[src/rtl/uart_tx_arbiter_if.sv]
// Requester and transmitter signal bundle for uart_tx_arbiter.
// The slave modport is the arbiter; the master modport drives requests and the transmitter busy flag.
interface uart_tx_arbiter_if #(
  parameter int N_REQ = 4
);
  logic [N_REQ-1:0]   req;
  logic [8*N_REQ-1:0] req_data;
  logic [N_REQ-1:0]   req_last;
  logic [N_REQ-1:0]   ack;
  logic [N_REQ-1:0]   gnt;
  logic [7:0]         tx_data;
  logic               tx_start;
  logic               tx_busy;
  logic               err;

  modport master (
    output req, req_data, req_last, tx_busy,
    input  ack, gnt, tx_data, tx_start, err
  );

  modport slave (
    input  req, req_data, req_last, tx_busy,
    output ack, gnt, tx_data, tx_start, err
  );
endinterface

[src/rtl/uart_tx_arbiter.sv]
// Round-robin arbiter sharing one UART transmitter, with packet lock across multi-byte transfers.
// Optional abort on a stuck transmitter is enabled by defining UART_ARB_TIMEOUT_EN.
module uart_tx_arbiter #(
  parameter int N_REQ   = 4,
  parameter int TIMEOUT = 65535,
  parameter int TO_W    = 16
) (
  input  logic             sysclk,
  input  logic             reset,
  uart_tx_arbiter_if.slave bus
);

  localparam int PTR_W = (N_REQ > 1) ? $clog2(N_REQ) : 1;

  typedef logic [PTR_W-1:0] idx_t;
  typedef enum logic [2:0] {IDLE, START, WAIT_BUSY, WAIT_DONE, NEXT} state_t;

  generate
    if (N_REQ < 2 || N_REQ > 8) begin : g_bad_n_req
      $error("uart_tx_arbiter: N_REQ must be 2..8");
    end
    if (TIMEOUT < 1 || TO_W > 31 || TIMEOUT >= (1 << TO_W)) begin : g_bad_timeout
      $error("uart_tx_arbiter: TIMEOUT must fit in TO_W bits");
    end
  endgenerate

  state_t            state, state_n;
  idx_t              owner, rr_ptr, pick_idx, load_idx;
  logic              pick_valid, lock;
  logic              grant, relock, load, finish, release_gnt;
  logic [N_REQ-1:0]  gnt_q, ack_q;
  logic [7:0]        tx_data_q, load_byte;

  function automatic logic [N_REQ-1:0] onehot(idx_t i);
    onehot    = '0;
    onehot[i] = 1'b1;
  endfunction

  // First requesting index strictly after rr_ptr, wrapping; the loop runs
  // from the farthest offset down so the nearest one is written last.
  always_comb begin
    pick_valid = 1'b0;
    pick_idx   = '0;
    for (int i = N_REQ; i >= 1; i--) begin
      if (bus.req[idx_t'((int'(rr_ptr) + i) % N_REQ)]) begin
        pick_valid = 1'b1;
        pick_idx   = idx_t'((int'(rr_ptr) + i) % N_REQ);
      end
    end
  end

`ifdef UART_ARB_TIMEOUT_EN
  logic [TO_W-1:0] to_cnt;
  logic            timed_out, abort;
  assign timed_out = (state == WAIT_BUSY || state == WAIT_DONE) && (to_cnt == TO_W'(TIMEOUT));
`endif

  always_comb begin
    // NOTE: every signal written here gets a default first so no latch is inferred.
    state_n     = state;
    grant       = 1'b0;
    relock      = 1'b0;
    finish      = 1'b0;
    release_gnt = 1'b0;
`ifdef UART_ARB_TIMEOUT_EN
    abort       = 1'b0;
`endif
    case (state)
      IDLE:      if (pick_valid) begin
                   grant   = 1'b1;
                   state_n = START;
                 end
      START:     state_n = WAIT_BUSY;
      WAIT_BUSY: if (bus.tx_busy) state_n = WAIT_DONE;
      WAIT_DONE: if (!bus.tx_busy) begin
                   finish  = 1'b1;
                   state_n = NEXT;
                 end
      NEXT:      if (lock && bus.req[owner]) begin
                   relock  = 1'b1;
                   state_n = START;
                 end else begin
                   release_gnt = 1'b1;
                   state_n     = IDLE;
                 end
      default:   state_n = IDLE;
    endcase
`ifdef UART_ARB_TIMEOUT_EN
    if (timed_out) begin
      finish  = 1'b0;
      abort   = 1'b1;
      state_n = IDLE;
    end
`endif
  end

  // The byte is captured on entry to START so tx_data is valid alongside tx_start.
  assign load      = grant | relock;
  assign load_idx  = (state == IDLE) ? pick_idx : owner;
  assign load_byte = bus.req_data[{load_idx, 3'b000} +: 8];

  always_ff @(posedge sysclk) begin
    // NOTE: sequential state uses non-blocking assignments only.
    if (reset) begin
      state     <= IDLE;
      owner     <= '0;
      rr_ptr    <= idx_t'(N_REQ - 1);
      lock      <= 1'b0;
      gnt_q     <= '0;
      ack_q     <= '0;
      tx_data_q <= '0;
`ifdef UART_ARB_TIMEOUT_EN
      to_cnt    <= '0;
`endif
    end else begin
      state <= state_n;
      ack_q <= '0;
      if (load) begin
        owner     <= load_idx;
        gnt_q     <= onehot(load_idx);
        tx_data_q <= load_byte;
      end
      if (state == START) lock <= ~bus.req_last[owner];
      if (finish) begin
        ack_q  <= onehot(owner);
        rr_ptr <= owner;
      end
      if (release_gnt) begin
        gnt_q <= '0;
        lock  <= 1'b0;
      end
`ifdef UART_ARB_TIMEOUT_EN
      if (state == START) to_cnt <= '0;
      else if (state == WAIT_BUSY || state == WAIT_DONE) to_cnt <= to_cnt + 1'b1;
      if (abort) begin
        gnt_q  <= '0;
        lock   <= 1'b0;
        rr_ptr <= owner;
      end
`endif
    end
  end

  assign bus.gnt      = gnt_q;
  assign bus.ack      = ack_q;
  assign bus.tx_data  = tx_data_q;
  assign bus.tx_start = (state == START);
`ifdef UART_ARB_TIMEOUT_EN
  assign bus.err      = timed_out;
`else
  assign bus.err      = 1'b0;
`endif

endmodule

[src/flat_wrapper.sv]
// flat-port wrapper written by rule: the top's interface ports become plain ports
module uart_tx_arbiter_flat 
#(
  parameter int N_REQ   = 4,
  parameter int TIMEOUT = 65535,
  parameter int TO_W    = 16
)
  (sysclk, reset, bus_req, bus_req_data, bus_req_last, bus_tx_busy, bus_ack, bus_gnt, bus_tx_data, bus_tx_start, bus_err);
  uart_tx_arbiter_if #(.N_REQ(N_REQ)) bus_i ();
  input  logic sysclk;
  input  logic reset;
  input wire logic [$bits(bus_i.req)-1:0] bus_req;
  input wire logic [$bits(bus_i.req_data)-1:0] bus_req_data;
  input wire logic [$bits(bus_i.req_last)-1:0] bus_req_last;
  input wire logic [$bits(bus_i.tx_busy)-1:0] bus_tx_busy;
  output wire logic [$bits(bus_i.ack)-1:0] bus_ack;
  output wire logic [$bits(bus_i.gnt)-1:0] bus_gnt;
  output wire logic [$bits(bus_i.tx_data)-1:0] bus_tx_data;
  output wire logic [$bits(bus_i.tx_start)-1:0] bus_tx_start;
  output wire logic [$bits(bus_i.err)-1:0] bus_err;
  assign bus_i.req = bus_req;
  assign bus_i.req_data = bus_req_data;
  assign bus_i.req_last = bus_req_last;
  assign bus_i.tx_busy = bus_tx_busy;
  assign bus_ack = bus_i.ack;
  assign bus_gnt = bus_i.gnt;
  assign bus_tx_data = bus_i.tx_data;
  assign bus_tx_start = bus_i.tx_start;
  assign bus_err = bus_i.err;
  uart_tx_arbiter #(.N_REQ(N_REQ), .TIMEOUT(TIMEOUT), .TO_W(TO_W)) u_core (.sysclk(sysclk), .reset(reset), .bus(bus_i));
endmodule
[config.mk]
export PLATFORM = sky130hd
export DESIGN_NAME = uart_tx_arbiter_flat
export DESIGN_NICKNAME = d
export VERILOG_FILES = /design/src/rtl/uart_tx_arbiter_if.sv /design/src/rtl/uart_tx_arbiter.sv /design/src/flat_wrapper.sv
export SDC_FILE = /design/constraint.sdc
export NUM_CORES = 1
export LEC_CHECK = 0
export ABC_AREA = 0
export CORE_MARGIN = 2
export CORE_UTILIZATION = 35
export CTS_CLUSTER_DIAMETER = 200
export DETAILED_ROUTE_END_ITERATION = 10
export HOLD_SLACK_MARGIN = 0.08
export PLACE_DENSITY = 0.65
export RECOVER_POWER = 50
export SLEW_MARGIN = 20
export SYNTH_ARGS = -nofsm -noshare
export SYNTH_HDL_FRONTEND = slang
export SYNTH_SLANG_ARGS = --single-unit
[constraint.sdc]
create_clock -name sysclk -period 3.7 [get_ports sysclk]
set_clock_uncertainty 0.1 [all_clocks]
set_input_delay 0.555 -clock sysclk [delete_from_list [all_inputs] [get_ports sysclk]]
set_output_delay 0.555 -clock sysclk [all_outputs]
set_load 0.02 [all_outputs]
==> impl_metrics.toml <==
[synthesis]
yosysUniqueCellTypes = 45
synth_area_sq_um = 1690
synth-seq-area-share = 0.285
synth_edf_count = 0
synth_flop_cell = "dfxtp_1"
ys_async_sr_fraction = 0
synth_warnings = 0
synth_cells = 172
syn_area_per_cell_sq_um = 9.80
ys_ff_latch = 24
synth_fp_nets = 215

[cts]
clock-sinks = 24
hold_buffers = 0
cts_resized = 0
path_clk_slew_ns = 0.08
postCtsSetupBuffers = 0
h-tree-depth = 1
cts_tree = "built"
cts_root_buf = "clkbuf_8"
clkLatencyLatePin_ns = 0.27
cts_buffers = 3
cts.path.max_buffers = 2

[finish]
layout_commonest_cell = "clkdlybuf4s50_1"
multi_input_area_sq_um = 1050
nNetsFinal = 267
fillers = 460
antenna_cells = 0
area_delta_synth_final_pct = 38.2
layout_common_cells = "46 x clkdlybuf4s50_1, 24 x dfxtp_1, 18 x nor2_1, 13 x dlygate4sd3_1"
final_cells = 277
regArea_sq_um = 480
final_cell_area_sq_um = 2330
drive_gt1_frac = 0.161

[power]
total_power_uw = 972
swShare = 0.371
power_leakage_nw = 0.774
combPwrFrac = 0.430
vdd_drop_max_mv = 0.183
pwr-share-clk = 0.238
p_int_uw = 612
cellPowerDensity_nw_per_um2 = 417
switchingPower_uw = 360
seqPwrFrac = 0.332

[floorplanning]
dieArea_sq_um = 5390
fp.dieH_um = 73.4
start_util = 0.359
rows = 25
coreArea_sq_um = 4690
die_x_um = 73.4
num_io_pins = 61

[global_route]
gr-usage-met2 = 0.255
gr-usage-met1 = 0.236
gr-usage-all-layers = 0.162
grt_use_met3 = 0.00960
grt.busiest_layer = "met2"
grt_pass1_vias = 1411
grt_overflow_total = 0
grt_pass1_wl_um = 6890
antenna_found_initial = 0
grt_max_degree = 30

[sta]
maxClockFrequency_mhz = 369
worst_slew_pin_slew_ns = 1.10
relSlewSlack = 0.266
fin_ws_ns = 0.990
slew_viol_final = 0
min_period_ns = 2.71
setup_violations = 0
fin_crit_sh = 0.733
rsz0062_at_grt = "false"
hold_viol_final = 0
fin_setup_tns_ns = 0

[worst_setup_path]
worst-endpoint-arrival_ns = 2.80
r2r_slack_ns = 1.44
r2r_cells = 5
crit_required_ns = 3.79
timing.rr.end = "u_core.bus.tx_data[4]$_SDFFE_PP0P_"
end_kind = "register"
worstSetupPathType = "primary input to register"
start_kind = "primary input"
rr_startpoint = "u_core.rr_ptr[1]$_SDFFE_PP1P_"
path_max_fanout = 11

[placed_design]
dp_hpwl_um = 3260
dp_cells = 273
pre_cts_ws_ns = 0.657
numPortBuffers = 59
place.gp.congestion = 0.784
postPlaceCellArea_sq_um = 2260

[detailed_routing]
vias = 1501
initialDrtViolationCount = 56
drt-wirelength-per-cell_um = 15.4
antenna_left = 0
drc = 0
wl_um = 4260
first_pass_iters = 4
viasPerCell = 5.42

[worst_hold_path]
hold_depth = 2
holdCritPathClass = "register to register"
min_to = "u_core.bus.gnt[1]$_SDFFE_PP0P_"
min_from = "u_core.bus.gnt[1]$_SDFFE_PP0P_"

[job]
drv_cap = 0

[status]
status = "complete, no violations"
## Yosys cell counts, drive strengths merged, types with 2 or more instances
master	number	area share
a21oi	6	0.022
nor3	2	0.0059
nand3	4	0.018
nor3b	3	0.013
nor2	18	0.040
inv	12	0.027
nand2b	3	0.011
a211oi	10	0.048
buf	13	0.058
mux2i	5	0.030
dfxtp	24	0.29
o21ai	3	0.0089
a2111oi	9	0.14
nor4	17	0.093
o21a	2	0.0089
o41ai	8	0.042
nand2	12	0.027
## final cells by class
cell class | count | share of cell area
multi-input cells | 121 | 0.453
repair buffers | 61 | 0.260
flip-flops and latches | 24 | 0.206
well taps | 54 | 0.0290
inverters | 13 | 0.0210
clock buffers | 3 | 0.0177
clock inverters | 1 | 0.0129
## state kept, by name, indices dropped and copies added, names as in the netlist
register,flops
u_core.bus.ack,4
u_core.bus.gnt,4
u_core.bus.tx_data,8
u_core.lock,1
u_core.owner,2
u_core.rr_ptr,2
u_core.state,3
## worst max-delay path, cell delays in order
cell and delay, ns:
clkdlybuf4s50_1 0.58, nor3b_1 0.38, a2111oi_4 0.08, a22oi_2 0.85
a2111oi_2 0.06, nor4_2 0.29
## routing by layer
| metal | routed length (um) | share of wire | vias to the layer above |
|---|---|---|---|
| li1 | - | - | 759 |
| met1 | 2050 | 0.48 | 688 |
| met2 | 1980 | 0.46 | 48 |
| met3 | 168 | 0.039 | 6 |
| met4 | 67 | 0.016 | 0 |
| met5 | 0 | 0 | - |
## through the flow
stage / utilization / hold slack (ns)
after global placement: 0.481 / 0.344
after global routing: 0.496 / 0.371
final: 0.496 / 0.353
after floorplan: - / 0.391
after detailed placement: 0.481 / 0.350
after CTS: 0.496 / 0.362
## how the worst max path moves through the flow
stage	from	end	slack, ns	cells after the start
2_1_floorplan	bus_req[0]	u_core.bus.tx_data[2]$_SDFFE_PP0P_	1.58	7
3_3_place_gp	bus_req[0]	u_core.bus.gnt[0]$_SDFFE_PP0P_	0.74	6
3_5_place_dp	bus_req[1]	u_core.bus.tx_data[4]$_SDFFE_PP0P_	0.66	6
4_1_cts	bus_req[1]	u_core.bus.tx_data[4]$_SDFFE_PP0P_	0.94	6
5_1_grt	bus_req[0]	u_core.bus.tx_data[4]$_SDFFE_PP0P_	0.84	6
6_report	bus_req[1]	u_core.bus.tx_data[4]$_SDFFE_PP0P_	0.99	6
## power by group through the flow
stage	Clock (mW)	Combinational [mW]	Sequential, mW
after floorplan	0	0.284	0.344
after global placement	0	0.424	0.330
after detailed placement	0	0.425	0.331
after CTS	0.233	0.427	0.324
after global routing	0.241	0.452	0.329
final	0.231	0.418	0.323
## cells by family after synthesis
group	count (synthesis)	synth area share
compound gates	49	0.342
buf+inv	27	0.0891
flops	24	0.285
mux	6	0.0431
other cells	1	0.00223
simple gates	65	0.238
No activity file was read; power rests on OpenSTA's default activity.
==> RTL change: new RTL, same settings <==
Build with the macro `UART_ARB_TIMEOUT_EN` defined.
--- a/src/rtl/uart_tx_arbiter.sv
+++ b/src/rtl/uart_tx_arbiter.sv
@@ -2,2 +2,4 @@
 // Optional abort on a stuck transmitter is enabled by defining UART_ARB_TIMEOUT_EN.
+`define UART_ARB_TIMEOUT_EN
+
 module uart_tx_arbiter #(
Function: no difference found for any inputs over 4 cycles, from zero or initial values and one cycle with reset high; that may be too few to reach the edited logic, so the function may still have changed.
==> RTL change against the unedited design <==
  * The run now ends with DRC left
  * Setup slack worse by 0.29 ns
  * Sequential cell count up 16
  * Hold slack better by 0.021 ns
  * Total power up 21%
  * Area after synthesis up 39%
  * Cell area up 31%
  * Routed wire length up 46%
  * Count of clock-buffer cells in the layout up 3
==> RTL change: results (changes against the unedited design) <==
CP startpoint=u_core.state[1]; detailed-router iteration count before antenna repair=7 (+3); failing checks=DRC; placed insts=434 (+59%); H-tree lvl count=2 (+1); Post-Synthesis Cells=314 (+83%); P_sw=406.4 uW (+13%); CP max stage cell=clkdlybuf4s50_1; # DRC=4 (+4); Leak=0.001090 uW (+41%); DR vias=2362 (+57%); GPL Wtd Cong=0.8342 (+6.3%); sequential share of the synthesized area=0.3422 (+0.05717); HPWL Detailed=4548 um (+39%); WP data arrival=2.34 ns (-0.46 ns); met1 GRT Util=0.2435 (+0.007105); DRT Wirelength=6226 um (+46%); met2 global-route usage=0.2663 (+0.01108); Initial DRC Count=167 (+200%); outcome=finished with violations; Worst VDD drop=0.1249 mV (-32%); max reg flops=16 (+8); Hold Crit Start=u_core.bus.tx_data[3]; Hold EP=u_core.bus.tx_data[3]; M1 wire length=2973 um (+45%); count of cell types in the netlist=49 (+8.9%); top cells by area, synth=dfxtp_1, nand2_1, o211ai_1; relative slew slack=0.4223 (+0.1558); Hold WS=0.3736 ns (+0.02053 ns); Final Net Count=408 (+53%); # fillers=625 (+36%); clock latency on the worst-skew pair=0.29 ns (+0.02 ns); Setup WS pre-CTS=1.040 ns (+0.3837 ns); worst r2r path cells=6 (+1); via-per-instance ratio=5.356 (-1.2%)
RTL change: changes by cell type after synthesis, moves of 9 or more:
cell      delta
nor4_1       -9
a21oi_1     +19
nor3_1      +10
nor2_1       +9
o21ai_0     +18
dfxtp_1     +16
o211ai_1    +16
nand2_1     +63
RTL change: cells by family after synthesis:
kind of cell	after synthesis	share of synthesized area
buffers and inverters	27	0.05615
AO/OA/AOI/OAI	89	0.2556
adder cells (fa/ha/maj)	1	0.005347
XOR/XNOR	11	0.04118
flip-flops	40	0.3422
AND/OR/NAND/NOR	141	0.2674
multiplexers	5	0.03208
RTL change: final cells by class:
class / count / area, um^2 / share of cell area
multi-input combinational: 247 / 1421 / 0.4661
sequential: 40 / 800.8 / 0.2626
timing repair buffer: 64 / 630.6 / 0.2068
tap: 77 / 96.34 / 0.03160
clock buffer: 6 / 72.57 / 0.02380
inverter: 6 / 22.52 / 0.007386
clock inverter: 1 / 5.005 / 0.001641
